--- src/rtl/edge_event_scheduler.sv ---
// Sticky falling-edge capture with per-bit serviced clearing.
// Pending flags are arbitrated round-robin and delivered one index at a time over valid/ready.
module edge_event_scheduler #(
  parameter int DATAWIDTH = 32,
  parameter int IDXW      = $clog2(DATAWIDTH)
) (
  input  logic                 clk,
  input  logic                 reset,
  input  logic [DATAWIDTH-1:0] data_i,
  input  logic [DATAWIDTH-1:0] mask_i,
  output logic                 evt_valid_o,
  output logic [IDXW-1:0]      evt_idx_o,
  input  logic                 evt_ready_i,
  output logic [DATAWIDTH-1:0] pending_o,
  output logic [DATAWIDTH-1:0] overflow_o,
  input  logic                 ovf_clr_i
);

  typedef enum logic {IDLE, OFFER} state_t;

  state_t               state_q;
  logic                 valid_q;
  logic [IDXW-1:0]      idx_q;
  logic [IDXW-1:0]      rr_q;
  logic [IDXW-1:0]      rr_d;
  logic [DATAWIDTH-1:0] data_prv_q;
  logic [DATAWIDTH-1:0] pending_q;
  logic [DATAWIDTH-1:0] pending_d;
  logic [DATAWIDTH-1:0] overflow_q;
  logic [DATAWIDTH-1:0] overflow_d;

  logic [DATAWIDTH-1:0] fall_vec;
  logic [DATAWIDTH-1:0] clr_vec;
  logic [DATAWIDTH-1:0] eligible_vec;
  logic                 accept;
  logic                 pick_found;
  logic [IDXW-1:0]      pick_idx;
  logic [IDXW:0]        pick_sum;

  assign accept       = (state_q == OFFER) && evt_ready_i;
  assign fall_vec     = data_prv_q & ~data_i & mask_i;
  assign eligible_vec = pending_q & mask_i;

  genvar gi;
  generate
    for (gi = 0; gi < DATAWIDTH; gi++) begin : g_clr
      assign clr_vec[gi] = accept && (idx_q == IDXW'(gi));
    end
  endgenerate

  // A fresh edge on the bit being accepted re-arms it and is not an overflow.
  assign pending_d  = (pending_q & ~clr_vec) | fall_vec;
  assign overflow_d = (ovf_clr_i ? '0 : overflow_q) | (fall_vec & pending_q & ~clr_vec);

  assign rr_d = (idx_q == IDXW'(DATAWIDTH - 1)) ? '0 : idx_q + 1'b1;

  // Scan offsets high to low so the smallest offset from the pointer wins.
  always_comb begin
    pick_found = 1'b0;
    pick_idx   = '0;
    pick_sum   = '0;
    for (int i = DATAWIDTH - 1; i >= 0; i--) begin
      pick_sum = {1'b0, rr_q} + (IDXW+1)'(i);
      if (pick_sum >= (IDXW+1)'(DATAWIDTH)) begin
        pick_sum = pick_sum - (IDXW+1)'(DATAWIDTH);
      end
      if (eligible_vec[pick_sum[IDXW-1:0]]) begin
        pick_found = 1'b1;
        pick_idx   = pick_sum[IDXW-1:0];
      end
    end
  end

  always_ff @(posedge clk) begin
    if (reset) begin
      state_q    <= IDLE;
      valid_q    <= 1'b0;
      idx_q      <= '0;
      rr_q       <= '0;
      data_prv_q <= '0;
      pending_q  <= '0;
      overflow_q <= '0;
    end else begin
      data_prv_q <= data_i;
      pending_q  <= pending_d;
      overflow_q <= overflow_d;
      case (state_q)
        IDLE: begin
          if (pick_found) begin
            idx_q   <= pick_idx;
            valid_q <= 1'b1;
            state_q <= OFFER;
          end
        end
        OFFER: begin
          // The offer is held regardless of mask changes until accepted.
          if (evt_ready_i) begin
            rr_q    <= rr_d;
            valid_q <= 1'b0;
            state_q <= IDLE;
          end
        end
      endcase
    end
  end

  assign evt_valid_o = valid_q;
  assign evt_idx_o   = idx_q;
  assign pending_o   = pending_q;
  assign overflow_o  = overflow_q;

endmodule

--- config.mk ---
export PLATFORM = sky130hd
export DESIGN_NAME = edge_event_scheduler
export DESIGN_NICKNAME = d
export VERILOG_FILES = /design/src/rtl/edge_event_scheduler.sv
export SDC_FILE = /design/constraint.sdc
export NUM_CORES = 1
export LEC_CHECK = 0
export BUFFER_PORTS_ARGS = -buffer_cell sky130_fd_sc_hd__buf_4
export CAP_MARGIN = 0
export CORE_MARGIN = 10
export CORE_UTILIZATION = 54
export CTS_CLUSTER_DIAMETER = 100
export DETAILED_ROUTE_END_ITERATION = 10
export PLACE_DENSITY = 0.79
export SLEW_MARGIN = 15
export SYNTH_ARGS = -nofsm -noshare
export SYNTH_HDL_FRONTEND = slang
export SYNTH_SLANG_ARGS = --single-unit
--- constraint.sdc ---
create_clock -name clk -period 4.8 [get_ports clk]
set_input_delay 0.48 -clock clk [delete_from_list [all_inputs] [get_ports clk]]
set_output_delay 0.48 -clock clk [all_outputs]
set_load 0.01 [all_outputs]
---- Word level (Yosys, flattened, before mapping) ----
Index checks and enable logic that the tools add are counted.
storage, ports and cells
  register bits ........................... 108
  latch bits .............................. 0
  memory bits (writable) .................. 0
  bits in read-only memories .............. 0
  input bits .............................. 68
  output and inout port bits .............. 70
  word-level logic and storage cells ...... 384
  memories kept ........................... 0
operators by class
  $add $sub $neg .......................... 64
  $mul .................................... 0
  divide/modulo/power cells ............... 0
  magnitude comparators ................... 64
  equal/unequal tests ..................... 33
  shifts and indexed selects .............. 0
  multiplexer cells ....................... 168
  bitwise logic cells ..................... 11
  reductions and logical operators ........ 37
operators with widths
  kind                                                         number
  two-way mux 5 bit                                            65
  AND 32 bit                                                   6
  less-than comparator 5 x 6 -> 1 bit (second input constant)  32
  >= comparator 6 bit (second input constant)                  31
  binary-select mux 1 bit (select 5 bit)                       32
  subtractor 5 x 1 -> 5 bit (second input constant)            32
  adder 5 x 5 -> 6 bit (second input constant)                 16
  equality test 5 bit (second input constant)                  16
  two-way mux 1 bit                                            68
  inverter 32 bit                                              2
  OR 32 bit                                                    2
  adder 5 x 4 -> 6 bit (second input constant)                 8
  equality test 5 x 4 -> 1 bit (second input constant)         8
  logical AND 1 bit                                            33
  two-way mux 32 bit                                           1
  adder 5 x 3 -> 6 bit (second input constant)                 4
  equality test 5 x 3 -> 1 bit (second input constant)         4
  adder 5 x 2 -> 6 bit (second input constant)                 2
  equality test 5 x 2 -> 1 bit (second input constant)         2
  adder 5 x 1 -> 6 bit (second input constant)                 1
  >= comparator 5 x 6 -> 1 bit (second input constant)         1
  AND reduction 2 bit                                          3
  adder 5 x 1 -> 5 bit (second input constant)                 1
  equality test 5 x 1 -> 1 bit (second input constant)         1
  other kinds (4)                                              6

---- Logic depth before layout (Yosys ltp) ----
Gate-level depths: netlist (run 1).
  depth in word-level cells ............... 39
  depth in mapped cells ................... 16
  depth with buffers taken out ............ 12

---- Worst setup path after synthesis (run 1) ----
Ideal clock, no wire load.
  path kind ............................... register to register
  start ................................... register rr_q[1]
  end ..................................... register idx_q[4] (netlist: evt_idx_o[4])
  setup time .............................. 0.112 ns
  arrival ................................. 4.428 ns
  data required time ...................... 4.688 ns
  slack ................................... 0.260 ns
  stages on the path, launching flop included .. 16
  path buffers ............................ 4
  clock period less this slack ............ 4.540 ns
  path through ............................ dfxtp_1 -> buf_2 -> inv_2 -> clkbuf_1 -> ha_1 -> buf_2 -> xor2_1 -> buf_2 -> mux4_2 -> mux4_2 -> a21oi_1 -> and2_1 -> nor4b_2 -> a21oi_2 -> mux2_1 -> a2111oi_1
between the ends
  longest elaborated chain between the ends .. 38
  elaborated cells between the ends (all ways) .. 256
  those cells by class .................... 63 x add/sub; 32 x order compare; 160 x mux; 1 x reduce/logical
ends and longest elaborated chain
  item                                                                     RTL line  RTL
  start, declared                                                          24        logic [IDXW-1:0] rr_q;
  start signal, assigned                                                   98        rr_q <= rr_d;
  adder 5 x 5 -> 6 bit                                                     63        pick_sum = {1'b0, rr_q} + (IDXW+1)'(i);
  subtractor 5 x 1 -> 5 bit / >= comparator 6 bit (equally long branches)  65, 64
  two-way mux 5 bit                                                        64        if (pick_sum >= (IDXW+1)'(DATAWIDTH)) begin
  binary-select mux 1 bit (select 5 bit)                                   67        if (eligible_vec[pick_sum[IDXW-1:0]]) begin
  two-way mux 1 bit (implied by the code)                                  67
  two-way mux 1 bit (32 in series)                                         67
  AND reduction 2 bit (no line)                                            n/a
  end signal, assigned                                                     90        idx_q <= pick_idx;
  end, declared                                                            23        logic [IDXW-1:0] idx_q;
Several ways; a longest one is shown, not always the timed one. The select of a mux whose other input is x is not followed.
A chain may end at the register's enable or synchronous reset.

---- Worst setup path after layout (run 1) ----
  start ................................... register rr_q[0]
  end ..................................... register idx_q[4] (netlist: evt_idx_o[4])
Same word-level chain as after synthesis.

==> impl_results.md, run 1 <==
- Result of the run: completed
- Number of clock sinks: between 100 and 150
- Global-route track usage on met2: 0.5273
- Placer congestion estimate: ~1.2
- Post-route minimum period: 4.503 ns
- Violation count after the first detailed-routing iteration: 2022
- Cell type contributing the most total cell area after synthesis: dfxtp_1
- Area of the mapped netlist: 10080 um2
- Rows: 49
- Minimum setup slack after placement: between 0.4 and 0.5 ns
- Delay of the slowest cell on the worst path: between 0.5 and 0.6 ns
- Register-to-register path setup slack: 0.30 ns
- Number of routed nets with antenna violations: 0
- Power Density: 418.3 nW/um2
- Worst rel slew slack: 0.2211
- Largest driver fanout on the critical path: 9
- Synthesis-to-layout area growth: 16.87%
- TritonCTS Buffers: 9
- Pin count of the biggest net entering global routing: ~130
- Fmax achieved: 0.2221 GHz
- Vias post-DR: 11713
- Initial antenna violation count: 0
- Number of remaining DRC errors: 0
- Worst clock skew on the final layout: 0.01607 ns
- Share of synthesized area occupied by flip-flops and latches: 0.2144
- Setup repair after global routing missed its margin: false
- Source of the worst register-to-register timing path: rr_q[0]$_SDFFE_PP0P_
- Reported leakage power: 4.392 nW
- Final number of max-transition violations: 0
- Number of inserted diodes: 0
- Synthesis warning total: 0
- Top_reg_cell synth: dfxtp_1
- Final setup fails: 0
- Pin slew with the least headroom to its limit: 1.167 ns
- Die extent in y: between 150 and 200 um
- I/O pins: 138
- Std-Cell Core Area: 18150 um2
- Total negative setup slack: 0 ns
- Nature of the critical path startpoint: register
- Avg Vias per Cell: 7.307
- Top cells by area, synth: dfxtp_1, mux4_2, a21oi_1, o21ai_0, nor2_1
- Number of nets in the final layout: 1456
- CTS Hold Buffers Added: 0
- Number of nets produced by synthesis: roughly 1300
- Buffers inserted during post-CTS setup optimization: 0
- Critical Path RT: 5.06 ns
- Most used routing layer: met2
- CTS H-tree lvls: 3
- First-pass iteration count of the detailed router: 6
- Post-route setup slack: 0.2967 ns
- Top cell types by occurrence after synthesis: nor2_1, nand2_1, dfxtp_1
- Fraction of final layout cells sized beyond drive strength 1: 0.2132
- Proportion of netlist area held by the largest area contributor: 0.2144
- Clock Tree Buf Depth: 2
- Worst r2r dst: evt_idx_o[4]$_SDFFE_PP0P_
- Worst min-delay path category: in -> reg
- Fraction of registers with async set/reset: 0
- Final worst hold slack: 0.3229 ns
- Met1 track demand over resource in global routing: 0.4591
- Die ar.: 24540 um2
- Clock tree root buffer cell: clkbuf_16
- Wire length reported by the detailed router: 44760 um
- X dimension of the die: 156.7 um
- Met3 usage in global routing: 0.1102
- Category of the worst setup path capture point: register
- Wire per inst: 27.92 um
- Final Hold Vio Count: 0
- Dpl hpwl: 35790 um
- Post-synth EDFFs: 0
- Library cells used by synthesis: 78
- Critical path, cell by cell: clkinv_1 -> ha_1 -> buf_4 -> xor2_1 -> buf_4 -> mux4_2 -> mux4_2 -> a21oi_1 -> and2_1 -> nor4b_2 -> a21oi_2 -> mux2_1 -> a2111oi_1
- CP Class: reg -> reg
- Worst setup endpoint: evt_idx_o[4]$_SDFFE_PP0P_
- Slowest library cell on the worst path: mux4_2
- Mapped Cells: 1241
- Starting density of the core: 0.5557
- First-pass GRT wire length: 67340 um
- Number of global-route vias before repair: 10997
- Total track usage: 0.3568
- Total of max-cap violations: 0
- Syn avg cell area: between 8 and 9 um2
- Depth of the worst register-to-register path: 13
- Count of cells resized by post-cts repair: 0
- CTS tree: done
- Input/output buffers: 137
- Most numerous cell in the Yosys netlist: nor2_1
- VDD IR-drop max: ~230 uV
- Insertion delay to the later sink of the worst-skew pair: 0.37 ns
- Final period util: 0.9382
- Total gr overflow: 0
- Clock transition at the registers of the reported paths: 0.09 ns
- Critical path data arrival time: between 4 and 5 ns
- Worst setup path start: rr_q[0]$_SDFFE_PP0P_
- Post-synthesis register bit count: 108
[through the flow]
step / utilization / instances / cell area, um2 / power (mW)
finish: 0.6495 / 1603 / 11790 / 4.930
global route: 0.6495 / 1603 / 11790 / 5.098
CTS: 0.6495 / 1603 / 11790 / 4.784
detailed placement: 0.6328 / 1587 / 11480 / 3.998
global placement: 0.6328 / 1587 / 11480 / 4.000
floorplan: - / 1241 / 10080 / 2.991
[how the worst min path moves through the flow]
| stage | startpoint | to | slack, ns | cells after the start |
|---|---|---|---|---|
| 2_1_floorplan | data_prv_q[31]$_SDFF_PP0_ | pending_o[31]$_SDFF_PP0_ | 0.46 | 2 |
| 3_3_place_gp | overflow_o[31]$_SDFF_PP0_ | overflow_o[31]$_SDFF_PP0_ | 0.46 | 2 |
| 3_5_place_dp | overflow_o[31]$_SDFF_PP0_ | overflow_o[31]$_SDFF_PP0_ | 0.46 | 2 |
| 4_1_cts | reset | evt_idx_o[4]$_SDFFE_PP0P_ | 0.32 | 2 |
| 5_1_grt | data_i[12] | data_prv_q[12]$_SDFF_PP0_ | 0.33 | 2 |
| 6_report | reset | evt_idx_o[4]$_SDFFE_PP0P_ | 0.32 | 2 |
[report_power, final]
part	internal (mW)	switching, mW
sequential	0.949	0.0600
combinational	1.15	1.98
clock	0.384	0.404
[metal layers]
| metal | vias up | share of wire |
|---|---|---|
| met1 | 5504 | 0.38 |
| li1 | 5101 | - |
| met5 | - | 0 |
| met2 | 937 | 0.42 |
| met3 | 171 | 0.14 |
| met4 | 0 | 0.058 |
[worst max-delay path, delay by kind of cell (launching register included)]
kind | cells | cell delay, ns
simple gates | 2 | 0.55
buf+inv | 3 | 0.65
mux | 3 | 1.51
flops | 1 | 0.38
fa+ha+maj | 1 | 0.33
xor+xnor | 1 | 0.21
compound gates | 3 | 0.75
[placed cells by master (no fill, tap or decap), types with 5 or more instances in the layout]
cell type,n
xnor2_1,32
or2_2,8
mux2_2,6
a2bb2oi_1,32
o22ai_1,19
a21oi_1,87
o211ai_1,24
inv_1,17
xor2_1,7
nand2b_1,11
o22a_1,6
nor2_1,112
nor3_1,15
o311ai_0,5
a211o_1,6
a221oi_1,7
mux2i_1,28
nand2_1,110
nand4_1,15
clkbuf_16,9
and2_1,10
o2111ai_1,29
a22o_1,8
a2111oi_0,6
mux4_2,55
nor4_1,8
a31oi_1,8
o21a_1,37
o21ai_1,11
and3_1,5
buf_4,188
dfxtp_1,107
a211oi_1,9
o21ai_0,87
nand3_1,53
nand3b_1,32
nor2b_1,37
ha_1,19
o221ai_1,9
a22oi_1,22
[flip-flops by register name, summed over array words and instances, names as in the netlist]
signal       cells
data_prv_q      32
evt_idx_o        5
evt_valid_o      1
overflow_o      32
pending_o       32
rr_q             5
state_q          1
[area by class of cell]
| cell class | count | area (um2) |
|---|---|---|
| clock buffers | 10 | 239.0 |
| flip-flops and latches | 108 | 2166 |
| repair buffers | 189 | 1431 |
| clock inverters | 6 | 63.81 |
| fillers | 1587 | 6361 |
| well taps | 229 | 286.5 |
| inverters | 21 | 78.83 |
| multi-input cells | 1040 | 7521 |
[logic make-up (layout without fill, tap and decap cells)]
family | Yosys count | in the layout | synth area share
flip-flops | 108 | 108 | 0.2144
adder cells (fa/ha/maj) | 19 | 19 | 0.02357
multiplexers | 90 | 90 | 0.1584
AND/OR/NAND/NOR | 428 | 428 | 0.2114
AO/OA/AOI/OAI | 463 | 463 | 0.3169
XOR/XNOR | 40 | 40 | 0.03548
buffers and inverters | 93 | 226 | 0.03983
No activity file was read; power rests on OpenSTA's default activity.
==> inputs of run 2 (changes only) <==
--- a/config.mk
+++ b/config.mk
@@ -12,6 +12,7 @@
 export CTS_CLUSTER_DIAMETER = 100
 export DETAILED_ROUTE_END_ITERATION = 10
 export PLACE_DENSITY = 0.79
+export REMOVE_ABC_BUFFERS = 1
 export SLEW_MARGIN = 15
 export SYNTH_ARGS = -nofsm -noshare
 export SYNTH_HDL_FRONTEND = slang
==> impl_results.md, run 2 (synthesis gave the netlist of run 1 again) <==
- Fraction of final layout cells sized beyond drive strength 1: 0.2232 (+0.009936)
- Pin count of the biggest net entering global routing: 150 (+17%)
- TritonCTS Buffers: 9 (unchanged)
- CTS H-tree lvls: 3 (unchanged)
- Worst rel slew slack: 0.2313 (+0.01015)
- Worst clock skew on the final layout: 0.01015 ns (-0.005920 ns)
- Depth of the worst register-to-register path: 15 (+2)
- Total power consumption of the routed design: 5.014 mW (+1.7%)
- Total negative setup slack: 0 ns (unchanged)
- Most frequent cells in the layout: buf_4, nor2_1, nand2_1
- Number of remaining DRC errors: 0 (unchanged)
- Portion of total power attributed to combinational logic: 0.637 (+0.002)
- Count of cells resized by post-cts repair: 0 (unchanged)
- I/O pins: 138 (unchanged)
- Fmax achieved: 0.2198 GHz (-1.0%)
- Clock transition at the registers of the reported paths: 0.09 ns (about the same)
- Critical path data arrival time: 4.78 ns (+0.02 ns)
- Dpl hpwl: 36530 um (+2.1%)
- Final Hold Vio Count: 0 (unchanged)
- Avg Vias per Cell: 7.388 (+1.1%)
- Filler cell count: 1589 (+0.13%)
- Result of the run: completed
- Total placed instance area: 11600 um2 (+1.0%)
- Number of global-route vias before repair: 11406 (+3.7%)
- Clock tree root buffer cell: clkbuf_16
- Die extent in y: 156.7 um (unchanged)
- Final number of max-transition violations: 0 (unchanged)
- Worst min-delay path category: in -> reg
- Vias post-DR: 11976 (+2.2%)
- Input/output buffers: 137 (unchanged)
- Total of max-cap violations: 0 (unchanged)
- Final worst hold slack: 0.3255 ns (+0.002664 ns)
- Worst setup endpoint: evt_idx_o[3]$_SDFFE_PP0P_
- Total internal power: 2.530 mW (+1.9%)
- Post-route setup slack: 0.2510 ns (-0.04567 ns)
- Total track usage: 0.3650 (+0.008123)
- Post-route minimum period: 4.549 ns (+0.04567 ns)
- CTS Hold Buffers Added: 0 (unchanged)
- Register-to-register path setup slack: 0.25 ns (-0.05 ns)
- Delay of the slowest cell on the worst path: 0.59 ns (about the same)
- Synthesis-to-layout area growth: 18.72%
- Post-route cell area: 11970 um2 (+1.6%)
- Wire length reported by the detailed router: 46230 um (+3.3%)
- Violation count after the first detailed-routing iteration: 1752 (-13%)
- Reported leakage power: 4.472 nW (+1.8%)
- Largest driver fanout on the critical path: 15 (+6)
- Source of the worst register-to-register timing path: rr_q[0]$_SDFFE_PP0P_
- Number of clock sinks: 108 (unchanged)
- Buffers inserted during post-CTS setup optimization: 0 (unchanged)
- Share of power burned in the clock network: 0.157 (-0.003)
- Most common cell after layout, fill and taps aside: buf_4
- Slowest library cell on the worst path: mux4_2
- Fraction of power consumed by sequential logic: 0.206 (about the same)
- CTS tree: done
- Insertion delay to the later sink of the worst-skew pair: 0.36 ns (about the same)
- Std-Cell Core Area: 18150 um2 (unchanged)
- Worst setup path start: rr_q[0]$_SDFFE_PP0P_
- Initial antenna violation count: 3 (+3)
- Number of routed nets with antenna violations: 0 (unchanged)
- Wire per inst: 28.52 um (+2.1%)
- Placer congestion estimate: 1.178 (-0.71%)
- Worst r2r dst: evt_idx_o[3]$_SDFFE_PP0P_
- Power Density: 418.8 nW/um2 (+0.13%)
- Die ar.: 24540 um2 (unchanged)
- Final period util: 0.9477 (+0.009515)
- Critical Path RT: 5.03 ns (-0.03 ns)
- First-pass GRT wire length: 68670 um (+2.0%)
- Net switching power of the design: 2.484 mW (+1.5%)
- Clock Tree Buf Depth: 2 (unchanged)
- Final setup fails: 0 (unchanged)
- Setup repair after global routing missed its margin: false
- X dimension of the die: 156.7 um (unchanged)
- Rows: 49 (unchanged)
- First-pass iteration count of the detailed router: 6 (unchanged)
- Pin slew with the least headroom to its limit: 1.146 ns (-0.02103 ns)
- Starting density of the core: 0.5557 (unchanged)
- Critical path, cell by cell: clkinv_1 -> buf_4 -> ha_1 -> clkinvlp_4 -> buf_4 -> o2111ai_1 -> nand4_1 -> buf_4 -> mux4_2 -> o21ai_0 -> nor4_1 -> nor4_1 -> o2111ai_1 -> o211ai_1 -> a31oi_1
- Proportion of total power due to net switching: 0.4954 (-0.0008462)
- Cell with the most instances on the worst path: buf_4
- CP Class: reg -> reg
- Category of the worst setup path capture point: register
- Total gr overflow: 0 (unchanged)
- Nature of the critical path startpoint: register
- VDD IR-drop max: 196.8 uV (-13%)
- Number of nets in the final layout: 1471 (+1.0%)
- Minimum setup slack after placement: 0.2383 ns (-0.2180 ns)
==> run 2: worst max-delay path, delay by kind of cell, from the launching register on <==
family | cells | cell delay, ns
AOI/OAI and AO/OA | 5 | 1.22
adders and majority gates | 1 | 0.37
buffers and inverters | 5 | 1.15
DFF | 1 | 0.40
muxes | 1 | 0.59
and+or+nand+nor | 3 | 0.68
==> run 2: power groups by stage <==
stage | clock network, mW | logic [mW] | registers [mW]
after global placement | 0 | 3.02 | 1.04
after global routing | 0.826 | 3.33 | 1.03
after detailed placement | 0 | 3.01 | 1.04
after floorplan | 0 | 1.84 | 1.09
final | 0.787 | 3.20 | 1.03
after CTS | 0.795 | 3.03 | 1.02
==> run 2: metal layers <==
| layer | vias up | GRT usage | part of all wire |
|---|---|---|---|
| li1 | 5120 | - | - |
| met1 | 5623 | 0.4409 | 0.36 |
| met2 | 985 | 0.5576 | 0.43 |
| met3 | 246 | 0.1118 | 0.14 |
| met4 | 2 | 0.2288 | 0.072 |
| met5 | - | 0 | 0.00030 |
==> run 2: how the worst min path moves through the flow <==
stage | startpoint | end | cells past startpoint
after floorplan | data_prv_q[31]$_SDFF_PP0_ | pending_o[31]$_SDFF_PP0_ | 2
after global placement | overflow_o[31]$_SDFF_PP0_ | overflow_o[31]$_SDFF_PP0_ | 2
after CTS | data_i[18] | data_prv_q[18]$_SDFF_PP0_ | 2
after global routing | data_i[18] | data_prv_q[18]$_SDFF_PP0_ | 2
after detailed placement | overflow_o[31]$_SDFF_PP0_ | overflow_o[31]$_SDFF_PP0_ | 2
final | data_i[23] | data_prv_q[23]$_SDFF_PP0_ | 2
==> run 2: layout make-up <==
| cell class | count | area [um2] | area share |
|---|---|---|---|
| Antenna cell | 3 | 7.507 | 0.0006270 |
| Clock buffer | 9 | 225.2 | 0.01881 |
| Clock inverter | 7 | 90.09 | 0.007524 |
| Inverter | 21 | 82.58 | 0.006897 |
| Multi-Input combinational cell | 1040 | 7532 | 0.6291 |
| Sequential cell | 108 | 2167 | 0.1810 |
| Tap cell | 229 | 286.5 | 0.02393 |
| Timing Repair Buffer | 204 | 1582 | 0.1321 |
==> run 2: stage by stage <==
step | util | cells
3_5_place_dp | 0.6393 | 1601
5_1_grt | 0.6593 | 1618
2_1_floorplan | - | 1169
6_report | 0.6597 | 1621
3_3_place_gp | 0.6393 | 1601
4_1_cts | 0.6566 | 1617
==> inputs of run 3 (changes only) <==
--- a/config.mk
+++ b/config.mk
@@ -7,13 +7,15 @@
 export LEC_CHECK = 0
 export BUFFER_PORTS_ARGS = -buffer_cell sky130_fd_sc_hd__buf_4
 export CAP_MARGIN = 0
+export CELL_PAD_IN_SITES_DETAIL_PLACEMENT = 0
+export CELL_PAD_IN_SITES_GLOBAL_PLACEMENT = 1
 export CORE_MARGIN = 10
-export CORE_UTILIZATION = 54
+export CORE_UTILIZATION = 40
 export CTS_CLUSTER_DIAMETER = 100
 export DETAILED_ROUTE_END_ITERATION = 10
-export PLACE_DENSITY = 0.79
+export PLACE_DENSITY = 0.78
 export REMOVE_ABC_BUFFERS = 1
-export SLEW_MARGIN = 15
+export SLEW_MARGIN = 0
 export SYNTH_ARGS = -nofsm -noshare
 export SYNTH_HDL_FRONTEND = slang
 export SYNTH_SLANG_ARGS = --single-unit
==> impl_results.md, run 3 (synthesis gave the netlist of run 1 again) <==
- TritonCTS Buffers: 9 (unchanged)
- Avg Vias per Cell: 6.652 (-10%)
- I/O pins: 138 (unchanged)
- Fmax achieved: 0.2206 GHz (+0.34%)
- Clock tree root buffer cell: clkbuf_16
- Clock transition at the registers of the reported paths: 0.10 ns (about the same)
- Depth of the worst register-to-register path: 12 (-3)
- Result of the run: completed
- Number of inserted diodes: 0 (-3)
- CP Class: reg -> reg
- Most frequent cells in the layout: buf_4, nor2_1, nand2_1
- Multi-input logic area: 7540 um2 (about the same)
- Most common cell after layout, fill and taps aside: buf_4
- Worst r2r dst: evt_idx_o[4]$_SDFFE_PP0P_
- Synthesis-to-layout area growth: 19.95%
- Final worst hold slack: 0.3156 ns (-0.009901 ns)
- Critical path data arrival time: 4.78 ns (about the same)
- First-pass GRT wire length: 69630 um (+1.4%)
- Fraction of final layout cells sized beyond drive strength 1: 0.2256 (+0.002393)
- Violation count after the first detailed-routing iteration: 1239 (-29%)
- Initial antenna violation count: 0 (-3)
- Total of max-cap violations: 0 (unchanged)
- Beginning of the worst hold path: data_i[23]
- Wire length reported by the detailed router: 46740 um (+1.1%)
- Worst clock skew on the final layout: 0.01981 ns (+0.009664 ns)
- Register-to-register path setup slack: 0.27 ns (+0.02 ns)
- Number of routed nets with antenna violations: 0 (unchanged)
- Die extent in y: 178.8 um (+14%)
- Reported leakage power: 4.495 nW (+0.50%)
- Total power consumption of the routed design: 5.054 mW (+0.80%)
- X dimension of the die: 178.8 um (+14%)
- Nature of the critical path startpoint: register
- Category of the worst setup path capture point: register
- Starting density of the core: 0.4040 (-0.1517)
- VDD IR-drop max: 178.0 uV (-9.5%)
- Final period util: 0.9445 (-0.003240)
- CTS tree: done
- Die ar.: 31960 um2 (+30%)
- Wire per inst: 27.14 um (-4.8%)
- Placer congestion estimate: 1.131 (-4.0%)
- Largest driver fanout on the critical path: 15 (unchanged)
- Pin count of the biggest net entering global routing: 146 (-2.7%)
- Std-Cell Core Area: 24960 um2 (+38%)
- Count of cells along the worst hold path: 2 (unchanged)
- Critical Path RT: 5.04 ns (about the same)
- Post-route minimum period: 4.533 ns (-0.01555 ns)
- Vias post-DR: 11454 (-4.4%)
- Area of all sequential standard cells: 2166 um2 (about the same)
- Worst rel slew slack: 0.2326 (+0.001282)
- WHS Endpoint: data_prv_q[23]$_SDFF_PP0_
- Insertion delay to the later sink of the worst-skew pair: 0.38 ns (+0.02 ns)
- Final number of max-transition violations: 0 (unchanged)
- Filler cell count: 2586 (+63%)
- Final Hold Vio Count: 0 (unchanged)
- Clock Tree Buf Depth: 2 (unchanged)
- Final setup fails: 0 (unchanged)
- Dpl hpwl: 37700 um (+3.2%)
- Input/output buffers: 137 (unchanged)
- Setup repair after global routing missed its margin: false
- Minimum setup slack after placement: 0.2084 ns (-0.02985 ns)
- Total gr overflow: 0 (unchanged)
- Total track usage: 0.2869 (-0.07809)
- Source of the worst register-to-register timing path: rr_q[2]$_SDFFE_PP0P_
- Power Density: 417.8 nW/um2 (-0.24%)
- First-pass iteration count of the detailed router: 7 (+1)
- Number of clock sinks: 108 (unchanged)
- CTS H-tree lvls: 3 (unchanged)
- Number of nets in the final layout: 1474 (+0.20%)
- Worst min-delay path category: in -> reg
- Rows: 58 (+18%)
- Post-route setup slack: 0.2665 ns (+0.01555 ns)
- Number of remaining DRC errors: 0 (unchanged)
- Pin slew with the least headroom to its limit: 1.150 ns (+0.003895 ns)
- Number of global-route vias before repair: 10888 (-4.5%)
-- run 3: cell types whose count changed in the layout (fill, tap and decap cells not counted), sizes merged --
cell and delta:
clkbuf -1, diode -3, buf +4, inv +3, clkinv -2, clkinvlp -1
-- run 3: per-layer routing --
| layer | up-vias | track usage | share of wire |
|---|---|---|---|
| met3 | 138 | 0.06045 | 0.092 |
| li1 | 5142 | - | - |
| met4 | 0 | 0.1454 | 0.053 |
| met2 | 651 | 0.4408 | 0.44 |
| met1 | 5523 | 0.3730 | 0.41 |
| met5 | - | 0 | 0 |
-- run 3: how the worst max path moves through the flow --
stage / from / to / slack (ns) / cells after the start
floorplan: rr_q[0]$_SDFFE_PP0P_ / evt_idx_o[4]$_SDFFE_PP0P_ / -3.11 / 10
global placement: rr_q[0]$_SDFFE_PP0P_ / evt_idx_o[4]$_SDFFE_PP0P_ / 0.37 / 11
detailed placement: rr_q[0]$_SDFFE_PP0P_ / evt_idx_o[4]$_SDFFE_PP0P_ / 0.21 / 11
CTS: rr_q[0]$_SDFFE_PP0P_ / evt_idx_o[4]$_SDFFE_PP0P_ / 0.22 / 11
global route: rr_q[0]$_SDFFE_PP0P_ / evt_idx_o[4]$_SDFFE_PP0P_ / 0.03 / 12
finish: rr_q[2]$_SDFFE_PP0P_ / evt_idx_o[4]$_SDFFE_PP0P_ / 0.27 / 12
-- run 3: report_power, final --
part,switching [mW],internal (mW),total [mW]
registers,0.0737,0.949,1.02
clock network,0.417,0.382,0.799
logic,2.00,1.23,3.23
-- run 3: timing repair --
item / in CTS / in global routing
setup endpoints to repair: 0 / 1
gates resized for setup: 0 / 4
setup buffers: 0 / 2
hold buffers: 0 / 0
-- run 3: layout make-up --
cell class,instances,share of cell area
inverters,21,0.006827
clock inverters,7,0.007551
well taps,330,0.03413
multi-input cells,1040,0.6233
repair buffers,207,0.1305
flip-flops and latches,108,0.1790
clock buffers,9,0.01862
-- run 3: stage by stage --
stage / instance area (um2) / TNS, ns / cells / utilization
floorplan: 9762 / -18.99 / 1169 / -
detailed placement: 11740 / 0 / 1704 / 0.4704
CTS: 12060 / 0 / 1720 / 0.4831
global placement: 11740 / 0 / 1704 / 0.4704
finish: 12100 / 0 / 1722 / 0.4846
global route: 12100 / 0 / 1722 / 0.4846
-- run 3: worst max-delay path, cell delays in order, from the launching register on --
cell and delay [ns]:
dfxtp_1 0.36, buf_4 0.30, ha_1 0.62, nand2_1 0.21, xnor2_1 0.37, nor2_1 0.10
a22oi_1 0.44, nand3_1 0.26, or3_1 0.42, nor4_4 0.39, a21oi_2 0.20, mux2_1 0.36
a2111oi_1 0.36
